File: config.mk
export PLATFORM = sky130hd
export DESIGN_NAME = stack_op_sequencer
export DESIGN_NICKNAME = d
export VERILOG_FILES = /design/src/rtl/stack_op_sequencer.sv
export SDC_FILE = /design/constraint.sdc
export NUM_CORES = 1
export LEC_CHECK = 0
export BUFFER_PORTS_ARGS = -buffer_cell sky130_fd_sc_hd__buf_2
export CAP_MARGIN = 20
export CORE_ASPECT_RATIO = 1.4
export CORE_MARGIN = 10
export CORE_UTILIZATION = 24
export DETAILED_ROUTE_END_ITERATION = 16
export SYNTH_ARGS = -nofsm -noshare
export SYNTH_HDL_FRONTEND = slang
export SYNTH_SLANG_ARGS = --single-unit
File: constraint.sdc
create_clock -name clk -period 3.3 [get_ports clk]
set_clock_uncertainty 0.05 [all_clocks]
set_input_delay 0.66 -clock clk [delete_from_list [all_inputs] [get_ports clk]]
set_output_delay 0.66 -clock clk [all_outputs]
set_load 0.01 [all_outputs]
File: src/rtl/stack_op_sequencer.sv
// Multi-cycle opcode sequencer in front of a registered-output LIFO stack.
// Breaks each opcode into pop/tos/push strobes and tracks depth for bound checks.
module stack_op_sequencer #(
    parameter int unsigned WIDTH = 8,
    parameter int unsigned DEPTH = 32,
    parameter int unsigned DW    = 6
) (
    input  logic             clk,
    input  logic             rst,
    input  logic             start,
    input  logic [2:0]       opcode,
    input  logic [WIDTH-1:0] imm,
    input  logic [WIDTH-1:0] stk_dout,
    output logic             stk_push,
    output logic             stk_pop,
    output logic             stk_tos,
    output logic [WIDTH-1:0] stk_din,
    output logic             busy,
    output logic             done,
    output logic             err,
    output logic [WIDTH-1:0] result,
    output logic             zero,
    output logic [DW-1:0]    depth
);

    localparam logic [2:0] OpPush = 3'b000;
    localparam logic [2:0] OpPop  = 3'b001;
    localparam logic [2:0] OpTop  = 3'b010;
    localparam logic [2:0] OpAdd  = 3'b011;
    localparam logic [2:0] OpSub  = 3'b100;
    localparam logic [2:0] OpAnd  = 3'b101;
    localparam logic [2:0] OpNot  = 3'b110;
    localparam logic [2:0] OpDup  = 3'b111;

    typedef enum logic [2:0] {
        StIdle, StChk, StRdA, StLatA, StRdB, StLatB, StWr, StDone
    } state_e;

    state_e           state_q, state_d;
    logic [2:0]       op_q;
    logic [WIDTH-1:0] imm_q, a_q, b_q, result_q, wr_val;
    logic [DW-1:0]    depth_q;
    logic             err_q, chk_err;

    // Operand underflow and capacity overflow, evaluated against the latched opcode.
    always_comb begin
        chk_err = 1'b0;
        unique case (op_q)
            OpPush:                chk_err = (depth_q == DW'(DEPTH));
            OpPop, OpTop, OpNot:   chk_err = (depth_q == '0);
            OpDup:                 chk_err = (depth_q == '0) || (depth_q == DW'(DEPTH));
            OpAdd, OpSub, OpAnd:   chk_err = (depth_q < DW'(2));
            default:               chk_err = 1'b0;
        endcase
    end

    always_comb begin
        wr_val = '0;
        unique case (op_q)
            OpPush:  wr_val = imm_q;
            OpNot:   wr_val = ~a_q;
            OpDup:   wr_val = a_q;
            OpAdd:   wr_val = b_q + a_q;
            OpSub:   wr_val = b_q - a_q;
            OpAnd:   wr_val = b_q & a_q;
            default: wr_val = '0;
        endcase
    end

    always_comb begin
        state_d = state_q;
        unique case (state_q)
            StIdle: if (start) state_d = StChk;
            StChk: begin
                if (chk_err)              state_d = StDone;
                else if (op_q == OpPush)  state_d = StWr;
                else                      state_d = StRdA;
            end
            StRdA: state_d = StLatA;
            StLatA: begin
                if (op_q == OpPop || op_q == OpTop)      state_d = StDone;
                else if (op_q == OpNot || op_q == OpDup) state_d = StWr;
                else                                     state_d = StRdB;
            end
            StRdB:   state_d = StLatB;
            StLatB:  state_d = StWr;
            StWr:    state_d = StDone;
            StDone:  state_d = StIdle;
            default: state_d = StIdle;
        endcase
    end

    always_comb begin
        stk_push = (state_q == StWr);
        stk_tos  = (state_q == StRdA) && (op_q == OpTop || op_q == OpDup);
        stk_pop  = ((state_q == StRdA) && !(op_q == OpTop || op_q == OpDup))
                   || (state_q == StRdB);
        stk_din  = stk_push ? wr_val : '0;
        busy     = (state_q != StIdle);
        done     = (state_q == StDone);
        err      = done && err_q;
        result   = result_q;
        zero     = (result_q == '0);
        depth    = depth_q;
    end

    always_ff @(posedge clk) begin
        if (rst) begin
            state_q  <= StIdle;
            op_q     <= OpPush;
            imm_q    <= '0;
            a_q      <= '0;
            b_q      <= '0;
            result_q <= '0;
            depth_q  <= '0;
            err_q    <= 1'b0;
        end else begin
            state_q <= state_d;
            if (state_q == StIdle && start) begin
                op_q  <= opcode;
                imm_q <= imm;
                err_q <= 1'b0;
            end
            if (state_q == StChk) err_q <= chk_err;
            if (state_q == StLatA) begin
                a_q <= stk_dout;
                if (op_q == OpPop || op_q == OpTop) result_q <= stk_dout;
            end
            if (state_q == StLatB) b_q <= stk_dout;
            if (state_q == StWr) result_q <= wr_val;
            if (stk_push)     depth_q <= depth_q + DW'(1);
            else if (stk_pop) depth_q <= depth_q - DW'(1);
        end
    end

endmodule

# [After elaboration in Yosys (flattened, before gate mapping)]
# Cells that the tools add are included.
[totals] ff_bits=45 input_bits=22 word_cells=69
[classes] add_sub_neg=4 magnitude_cmp=1 n_eq_ne=16 n_mux=16 bitwise_logic=2 reduce_logical=22
[op_table] op="$pmux 8 s6" count=1
[op_table] op="$mux 8" count=4
[op_table] op="$eq 3x3->1 const B" count=8
[op_table] op="$pmux 3 s8" count=1
[op_table] op="$eq 3x2->1 const B" count=4
[op_table] op="$mux 6" count=2
[op_table] op="$mux 3" count=3
[op_table] op="$add 8x8->8" count=1
[op_table] op="$and 8x8->8" count=1
[op_table] op="$logic_not 8->1" count=1
[op_table] op="$not 8->8" count=1
[op_table] op="$reduce_bool 2->1" count=4
[op_table] op="$sub 8x8->8" count=1
[op_table] op="$add 6x1->6 const B" count=1
[op_table] op="$eq 3x1->1 const B" count=2
[op_table] op="$eq 6x6->1 const B" count=1
[op_table] op="$logic_not 3->1" count=2
[op_table] op="$logic_not 6->1" count=1
[op_table] op="$lt 6x2->1 const B" count=1
[op_table] op="$reduce_or 3->1" count=2
[op_table] op="$sub 6x1->6 const B" count=1
[op_table] op="$logic_or 1x1->1" count=5
[op_table] op="$logic_and 1x1->1" count=4
[op_table] op="$mux 2" count=2
[op_table] op="6 further kinds" count=7

# [Longest topological paths before layout]
# Gate-level depths: netlist of run 1.
[logic_depth] ltp_word=7 depth_mapped=13 depth_no_buf=12

# [Worst setup path before layout of run 1]
# Ideal clock, no wire load.
[synth_timing] path_kind="reg-to-output" from="register op_q[0]" to="output port stk_din[7]" t_arrival_ns=2.352 required_ns=2.590 slack_ns=0.238 stages_incl_launch_ff=13 path_buffers=1 cell_sequence="dfxtp_1 buf_4 nor2_1 nand2_1 o21ai_0 inv_1 ha_1 nand3b_1 a21oi_1 and3b_1 xnor2_1 a222oi_1 nor2_1"
[synth_via] elab_chain_len=3 elab_cells_between_ends=8 cone_classes="5 x eq/ne; 2 x mux; 1 x reduce/logical"
[synth_rtl] item="start, declared" line_no="40" rtl="logic [2:0] op_q;"
[synth_rtl] item="start signal, assigned" line_no="110" rtl="op_q <= OpPush;"
[synth_rtl] item="start signal, assigned" line_no="120" rtl="op_q <= opcode;"
[synth_rtl] item="$eq 3x3->1 (tied with other cells)" line_no="59" rtl="unique case (op_q)"
[synth_rtl] item="$pmux 8 s6 *" line_no="59"
[synth_rtl] item="$mux 8 *" line_no="98" rtl="stk_din = stk_push ? wr_val : '0;"
[synth_rtl] item="end, declared" line_no="17" rtl="output logic [WIDTH-1:0] stk_din,"
# Every way passes the cells marked *; elsewhere a longest branch is shown, timed or not.

# [Worst setup path after layout of run 1]
[layout_timing] from="register op_q[1]" to="output port stk_din[7]"
# Same word-level chain as after synthesis.

==> impl_metrics.py, run 1 <==
metrics = {
    "outcome": {
        "status": "complete, but fails checks",
        "violations": "setup timing",
    },
    "run": {
        "drv_cap": 0,
    },
    "sta": {
        "max-slew-margin-rel": 0.454,
        "fmax_mhz": 279,
        "period_needed_ns": 3.58,
        "final.period_utilization": 1.09,
        "hold_viol_final": 0,
        "fin_ws_ns": -0.285,
        "setup_viol": 6,
        "tightest_slew_ns": 0.819,
        "hold_slack_ns": 0.426,
        "rsz0062_at_grt": "true",
        "slew_viol_final": 0,
    },
    "clock_network": {
        "cts-htree-levels": 2,
        "clock_sink_count": 45,
        "cts_buffers": 5,
        "clk_pin_slew_ns": 0.06,
        "clock_path_buffers": 2,
        "clk_latency_ns": 0.29,
        "cts_hold_buf": 0,
        "cts_tree": "done",
        "root_buffer": "clkbuf_16",
    },
    "cells_and_area": {
        "stdcell_count": 572,
        "final_area_um2": 3590,
        "areaGrowthSynthToFinish_pct": 26.1,
        "layout-drive-gt1-share": 0.267,
        "final_util": 0.307,
        "final_nets": 460,
    },
    "global_routing": {
        "antenna_found_initial": 1,
        "grtUsageTotal": 0.111,
        "grt_max_degree": 46,
        "grt_first_pass_wirelength_um": 15100,
        "overflow": 0,
        "grt_pass1_vias": 2958,
    },
    "die": {
        "initial_core_util": 0.243,
        "dieArea_um2": 16700,
        "ios": 51,
        "die_w_um": 112,
        "fp.dieH_um": 149,
        "core-area_um2": 11700,
        "rows": 47,
    },
    "logic_synthesis": {
        "synthArstFlopShare": 0,
        "synth_edf_count": 0,
        "synthTopCellsByArea": "dfxtp_1 (32%), a21oi_1 (7.2%), nand2_1 (7.1%), ha_1 (5.7%), nor2_1 (5.1%)",
        "syn_area_per_cell_um2": 7.91,
        "yosysTopAreaCellShare": 0.316,
        "syn-num-nets": 397,
        "ys_seq_area_frac": 0.316,
        "synth_top_area_cell": "dfxtp_1",
        "ys_ff_latch": 45,
        "ys_warn_count": 0,
        "synth_most_common_cell": "nand2_1",
        "synth_common_cells": "nand2_1 (54), dfxtp_1 (45), a21oi_1 (41), nor2_1 (39), o21ai_0 (20)",
        "synthFlopType": "dfxtp_1",
        "synth_area_um2": 2850,
        "syn_inst": 360,
        "yosysUniqueCellTypes": 55,
    },
    "power": {
        "power_density_nw_per_um2": 549,
        "power_leakage_nw": 1.59,
        "p_total_w": 0.00197,
        "ir_worst_vdd_v": 0.000269,
    },
    "placed_design": {
        "dp.cells": 551,
        "hpwl_um": 7300,
        "io_buffer_count": 50,
        "placed_area_um2": 3290,
        "place.gp.congestion": 0.917,
    },
    "route": {
        "drt_pass1_iterations": 4,
        "postRouteAntennaNets": 0,
        "wire_per_inst_um": 16.6,
        "route.detailed.drc": 0,
        "drtIter0Drc": 153,
        "wirelength_um": 9520,
        "via_per_inst": 4.98,
        "via_count": 2851,
    },
    "worst_setup_path": {
        "rrSetupSlack_ns": 0.51,
        "crit_path_start_kind": "flop",
        "r2r_cells": 13,
        "path_class": "reg -> out",
        "worst_setup_path_end_kind": "primary output",
        "worst-path-max-fanout": 4,
        "arrival_ns": 2.87,
        "required_ns": 2.59,
    },
    "min_path": {
        "worstHoldPathCells": 2,
        "min_path_type": "reg -> reg",
    },
}
metal layers:
layer / vias to the layer above / wire [um] / global-route usage
li1: 1381 / - / -
met1: 1388 / 3520 / 0.108
met2: 61 / 5320 / 0.216
met3: 21 / 347 / 0.0246
met4: 0 / 340 / 0.0503
met5: - / 0 / 0
power breakdown:
part / switching, W / total, W / leakage [nW] / internal (W)
Combinational: 0.000422 / 0.000798 / 1.15 / 0.000376
Sequential: 0.0000814 / 0.000687 / 0.368 / 0.000606
Clock: 0.000205 / 0.000483 / 0.0706 / 0.000278
Total: 0.000709 / 0.00197 / 1.59 / 0.00126
cell families after synthesis:
| kind of cell | count (synthesis) | synth area share |
|---|---|---|
| compound gates | 100 | 0.215 |
| xor+xnor | 18 | 0.0554 |
| fa+ha+maj | 15 | 0.0712 |
| buf+inv | 32 | 0.0514 |
| flops | 45 | 0.316 |
| mux | 16 | 0.0571 |
| simple gates | 134 | 0.234 |
critical path, stage by stage (launching register included):
cell,delay (ns)
dfxtp_2,0.33
buf_6,0.12
nor3b_4,0.28
buf_4,0.18
a21oi_4,0.04
xnor2_1,0.14
ha_1,0.31
nand4_1,0.11
a21oi_1,0.14
and3b_1,0.20
xnor2_1,0.12
a222oi_1,0.27
buf_4,0.18
nor2_2,0.03
buf_2,0.15
layout by cell type, fill, tap and decap left out, types with 3 or more instances in the layout:
cell type	Yosys	final
xor2_1	5	4
nand3b_1	5	5
nor2_1	39	35
nor3_1	7	7
or4_1	3	3
and2_1	3	3
dfxtp_2	0	4
buf_4	1	25
nand2_1	54	54
xnor2_1	13	13
inv_1	11	11
nand2b_1	3	3
ha_1	13	12
o211ai_1	9	9
nor2_2	2	6
nand3_1	3	3
o21a_1	4	4
mux2i_1	14	14
a21oi_1	41	37
a21oi_2	1	4
o21ai_0	20	16
dfxtp_1	45	41
o21ai_2	0	3
clkbuf_16	0	5
a21o_1	5	5
buf_2	3	50
a222oi_1	4	4
flip-flops by register name (all words and copies together) (netlist names):
signal,cells
err_q,1
result,8
imm_q,8
b_q,8
depth,6
state_q,3
a_q,8
op_q,3
stage by stage:
stage          worst slack (ns)  TNS, ns
5_1_grt                  -0.454    -2.23
4_1_cts                  -0.215   -0.557
6_report                 -0.285    -1.28
3_5_place_dp             0.0136        0
3_3_place_gp             0.0675        0
2_1_floorplan             0.238        0
timing repair:
item                                   in CTS  in global routing
endpoints found under the hold margin       0                  0
pin swaps                                   8                  8
gates resized for setup                    20                  5
setup buffers                               7                  5
setup endpoints to repair                   6                  6
layout make-up:
| cell class | instances | area [um^2] |
|---|---|---|
| flip-flops and latches | 45 | 906 |
| inverters | 11 | 41.3 |
| well taps | 147 | 184 |
| multi-input cells | 283 | 1860 |
| repair buffers | 77 | 460 |
| clock inverters | 2 | 10.0 |
| clock buffers | 6 | 129 |
| fillers | 1240 | 8110 |
| diodes | 1 | 2.50 |
final timing paths:
check                      endpoint            startpoint
max reg2reg  result[3]$_SDFFE_PP0P_  op_q[1]$_SDFFE_PP0P_
max                      stk_din[7]  op_q[1]$_SDFFE_PP0P_
min            op_q[0]$_SDFFE_PP0P_  op_q[0]$_SDFFE_PP0P_
min reg2reg    op_q[0]$_SDFFE_PP0P_  op_q[0]$_SDFFE_PP0P_
No activity file was read; power rests on OpenSTA's default activity.
==> run 2: changes to the inputs <==
clock period = 3.45 ns   (was 3.3 ns; I/O delays follow)
==> impl_metrics.py, run 2 (synthesized netlist as in run 1, its figures left out) <==
metrics = {
    "power": {
        "ir_worst_vdd_v": 0.000267,
        "power.internal_w": 0.00130,
        "power_leakage_nw": 1.59,
        "power_density_nw_per_um2": 548,
        "combPwrFrac": 0.386,
        "switchingPower_w": 0.000678,
        "seq_power_share": 0.332,
        "swShare": 0.343,
        "clock_power_share": 0.283,
    },
    "cells_and_area": {
        "layout-drive-gt1-share": 0.269,
        "final_util": 0.308,
        "final_nets": 456,
        "num-fill-cells": 1230,
        "final_area_um2": 3610,
        "stdcell_count": 567,
        "mostFrequentLayoutCells": "nand2_1 (53), buf_2 (50), dfxtp_1 (38)",
        "antenna_cells": 0,
        "final_common_cell": "nand2_1",
        "areaGrowthSynthToFinish_pct": 26.8,
    },
    "global_routing": {
        "grt_max_degree": 46,
        "grtUsageTotal": 0.107,
        "grt_first_pass_wirelength_um": 14500,
        "antenna_found_initial": 0,
        "grt_pass1_vias": 2801,
        "overflow": 0,
    },
    "route": {
        "via_per_inst": 5.02,
        "drt_pass1_iterations": 4,
        "drtIter0Drc": 146,
        "dr_wl_met3_um": 350,
        "top_layer": "met4",
        "route.detailed.drc": 0,
        "wirelength_um": 9400,
        "via_count": 2849,
        "wire_per_inst_um": 16.6,
        "postRouteAntennaNets": 0,
        "wl_met2_um": 5130,
        "met1_length_um": 3560,
    },
    "die": {
        "die_w_um": 112,
        "rows": 47,
        "ios": 51,
        "core-area_um2": 11700,
        "dieArea_um2": 16700,
        "fp.dieH_um": 149,
        "initial_core_util": 0.243,
    },
    "clock_network": {
        "clk_pin_slew_ns": 0.06,
        "root_buffer": "clkbuf_16",
        "cts_hold_buf": 0,
        "clk_latency_ns": 0.29,
        "clock_sink_count": 45,
        "cts-htree-levels": 2,
        "cts_buffers": 5,
        "clock_path_buffers": 2,
        "cts_tree": "done",
    },
    "worst_setup_path": {
        "worst-path-max-fanout": 4,
        "required_ns": 2.71,
        "arrival_ns": 2.76,
        "crit_path_start_kind": "flop",
        "path_class": "reg -> out",
        "worst_setup_path_end_kind": "primary output",
    },
    "sta": {
        "period_needed_ns": 3.50,
        "tightest_slew_ns": 0.854,
        "max-slew-margin-rel": 0.431,
        "final.period_utilization": 1.01,
        "rsz0062_at_grt": "true",
        "fin_ws_ns": -0.0496,
        "slew_viol_final": 0,
        "hold_viol_final": 0,
        "tns_ns": -0.0496,
        "fmax_mhz": 286,
        "setup_viol": 1,
    },
    "min_path": {
        "min_path_type": "reg -> reg",
    },
    "placed_design": {
        "place.gp.congestion": 0.939,
        "placed_area_um2": 3240,
        "dp.cells": 545,
        "hpwl_um": 7160,
        "io_buffer_count": 50,
    },
    "outcome": {
        "status": "complete, but fails checks",
        "violations": "setup timing",
    },
    "run": {
        "drv_cap": 0,
    },
}
-- run 2: cell types whose count changed in the layout (fill, tap and decap cells not counted), moves of 2 or more --
| cell | before | now |
|---|---|---|
| dfxtp_4 | 0 | 4 |
| clkinv_2 | 2 | 0 |
| buf_4 | 25 | 23 |
| dfxtp_1 | 41 | 38 |
| buf_6 | 2 | 0 |
-- run 2: layer usage --
| metal | up-vias | global-route usage |
|---|---|---|
| li1 | 1373 | - |
| met5 | - | 0 |
| met2 | 82 | 0.206 |
| met3 | 20 | 0.0189 |
| met1 | 1374 | 0.107 |
| met4 | 0 | 0.0534 |
-- run 2: power by group through the flow --
stage	Clock, W	Combinational [W]	Sequential (W)
after detailed placement	0	0.000687	0.000669
after floorplan	0	0.000516	0.000649
after CTS	0.000568	0.000721	0.000656
after global placement	0	0.000672	0.000666
after global routing	0.000589	0.000847	0.000667
final	0.000560	0.000763	0.000657
-- run 2: worst max-delay path, stage by stage (launching register included) --
cell,delay (ns)
dfxtp_4,0.36
inv_1,0.08
ha_4,0.17
nor2_1,0.15
xnor2_1,0.12
ha_1,0.37
nand3b_1,0.14
a21oi_1,0.15
and3b_1,0.19
xnor2_1,0.12
a222oi_1,0.27
buf_4,0.18
nor2_2,0.03
buf_2,0.15
-- run 2: final cells by class --
cell class              count  area [um^2]  area share
well taps                 147          184      0.0510
repair buffers             73          423       0.117
flip-flops and latches     45          920       0.255
clock buffers               7          143      0.0395
inverters                  11         41.3      0.0114
multi-input cells         283         1870       0.518
clock inverters             1         30.0     0.00832
-- run 2: repair_timing --
item,4_1_cts,5_1_grt
resized for setup,17,16
endpoints found under the setup margin,6,6
pin swaps,9,13
gates cloned,0,0
setup buffers,9,5
endpoints found under the hold margin,0,0
-- run 2: final timing paths --
| kind | cells past startpoint | to | from | slack (ns) |
|---|---|---|---|---|
| max | 13 | stk_din[7] | a_q[0]$_SDFFE_PP0P_ | -0.05 |
| min | 2 | imm_q[2]$_SDFFE_PP0P_ | imm_q[2]$_SDFFE_PP0P_ | 0.42 |
| max reg2reg | 13 | result[3]$_SDFFE_PP0P_ | a_q[0]$_SDFFE_PP0P_ | 0.77 |
| min reg2reg | 2 | imm_q[2]$_SDFFE_PP0P_ | imm_q[2]$_SDFFE_PP0P_ | 0.42 |
-- run 2: through the flow --
step	power (W)	hold WS (ns)	setup slack, ns
floorplan	0.00117	0.386	0.358
global placement	0.00134	0.411	0.189
detailed placement	0.00136	0.416	0.125
CTS	0.00195	0.422	-0.0182
global route	0.00210	0.453	-0.204
finish	0.00198	0.415	-0.0496
==> run 3: changes to the inputs <==
HOLD_SLACK_MARGIN = 0.06   (was unset)
SETUP_SLACK_MARGIN = 0.05   (was unset)
clock period = 3.8 ns   (was 3.45 ns; I/O delays follow)
==> impl_metrics.py, run 3 (synthesized netlist as in run 1, its figures left out) <==
metrics = {
    "sta": {
        "period_needed_ns": 3.59,
        "hold_viol_final": 0,
        "max-slew-margin-rel": 0.426,
        "tightest_slew_ns": 0.860,
        "slew_viol_final": 0,
        "fmax_mhz": 279,
        "setup_viol": 0,
        "tns_ns": 0,
        "rsz0062_at_grt": "false",
        "final.period_utilization": 0.944,
    },
    "placed_design": {
        "place.gp.congestion": 0.926,
        "io_buffer_count": 50,
        "hpwl_um": 7140,
        "placed_area_um2": 3230,
    },
    "min_path": {
        "min_from": "imm_q[4]$_SDFFE_PP0P_",
        "min_path_type": "reg -> reg",
    },
    "cells_and_area": {
        "final_area_um2": 3460,
        "final_nets": 443,
        "multiInputGateArea_um2": 1820,
        "layout-drive-gt1-share": 0.224,
        "areaGrowthSynthToFinish_pct": 21.4,
        "final_common_cell": "nand2_1",
        "num-fill-cells": 1250,
        "antenna_cells": 0,
        "ff_latch_area_um2": 915,
        "mostFrequentLayoutCells": "nand2_1 (53), buf_2 (50), a21oi_1 (40)",
    },
    "clock_network": {
        "clock_sink_count": 45,
        "root_buffer": "clkbuf_16",
        "cts-htree-levels": 2,
        "cts_hold_buf": 0,
        "cts_buffers": 5,
        "clk_latency_ns": 0.29,
        "cts_tree": "done",
        "clk_pin_slew_ns": 0.06,
        "clock_path_buffers": 2,
    },
    "die": {
        "rows": 47,
        "dieArea_um2": 16700,
        "die_w_um": 112,
        "fp.dieH_um": 149,
        "initial_core_util": 0.243,
        "ios": 51,
        "core-area_um2": 11700,
    },
    "route": {
        "wirelength_um": 9190,
        "via_per_inst": 4.91,
        "met1_length_um": 3440,
        "wl_met2_um": 5070,
        "drtIter0Drc": 221,
        "wire_per_inst_um": 16.6,
        "top_layer": "met4",
        "route.detailed.drc": 0,
        "via_count": 2718,
        "dr_wl_met3_um": 360,
        "postRouteAntennaNets": 0,
        "drt_pass1_iterations": 4,
    },
    "worst_setup_path": {
        "required_ns": 2.99,
        "startpoint": "a_q[4]$_SDFFE_PP0P_",
        "worst-path-max-fanout": 6,
        "r2r-start": "op_q[2]$_SDFFE_PP0P_",
        "arrival_ns": 2.78,
        "worst_setup_path_end_kind": "primary output",
        "crit_path_start_kind": "flop",
        "path_class": "reg -> out",
    },
    "global_routing": {
        "grtUsageTotal": 0.107,
        "overflow": 0,
        "grt_max_degree": 46,
        "grt_first_pass_wirelength_um": 14400,
        "antenna_found_initial": 0,
        "grt_pass1_vias": 2731,
    },
    "power": {
        "power_leakage_nw": 1.51,
        "power_density_nw_per_um2": 505,
        "ir_worst_vdd_v": 0.000240,
    },
    "outcome": {
        "status": "finished, final reports clean",
    },
    "run": {
        "drv_cap": 0,
    },
}
## run 3: cell count changes in the layout (fill, tap and decap cells not counted), sizes merged
| cell | previous run | this run |
|---|---|---|
| buf | 73 | 60 |
## run 3: worst max-delay path, stage by stage, from the launching register on
cell	delay, ns
dfxtp_1	0.42
nor4_4	0.27
a21oi_1	0.13
xnor2_1	0.14
ha_1	0.35
nand4_1	0.11
a21oi_1	0.12
and3b_1	0.20
xnor2_1	0.12
a222oi_1	0.40
nor2_1	0.07
buf_2	0.15
## run 3: area by class of cell
type / instances / share of cell area
Multi-Input combinational cell: 283 / 0.526
Sequential cell: 45 / 0.265
Timing Repair Buffer: 60 / 0.0941
Tap cell: 147 / 0.0532
Clock buffer: 7 / 0.0413
Inverter: 11 / 0.0119
Clock inverter: 1 / 0.00869
## run 3: timing repair
| action | 4_1_cts | 5_1_grt |
|---|---|---|
| setup buffers | 0 | 3 |
| endpoints found under the setup margin | 0 | 6 |
| resized for setup | 0 | 17 |
## run 3: final timing paths
check / to / slack [ns] / cells after the start
worst min-delay path: imm_q[4]$_SDFFE_PP0P_ / 0.41 / 2
worst min register to register: imm_q[4]$_SDFFE_PP0P_ / 0.41 / 2
worst max-delay path: stk_din[7] / 0.21 / 11
worst max register to register: result[3]$_SDFFE_PP0P_ / 1.15 / 10
## run 3: metrics by stage
stage | power [W] | instances | worst slack (ns) | util | hold WS [ns]
finish | 0.00175 | 554 | 0.212 | 0.295 | 0.415
global route | 0.00186 | 554 | 0.0395 | 0.295 | 0.443
floorplan | 0.00106 | 360 | 0.638 | - | 0.386
detailed placement | 0.00123 | 543 | 0.430 | 0.276 | 0.413
CTS | 0.00174 | 551 | 0.0989 | 0.291 | 0.422
global placement | 0.00121 | 543 | 0.434 | 0.276 | 0.416
## run 3: power breakdown
group          internal, W  total [W]  switching, W
Sequential        0.000526   0.000601     0.0000754
Combinational     0.000291   0.000629      0.000338
Clock             0.000329   0.000516      0.000187
## run 3: per-layer routing
layer,track usage,vias to the layer above
met3,0.0209,21
met1,0.107,1279
met4,0.0471,0
met2,0.208,64
met5,0,-
li1,-,1354
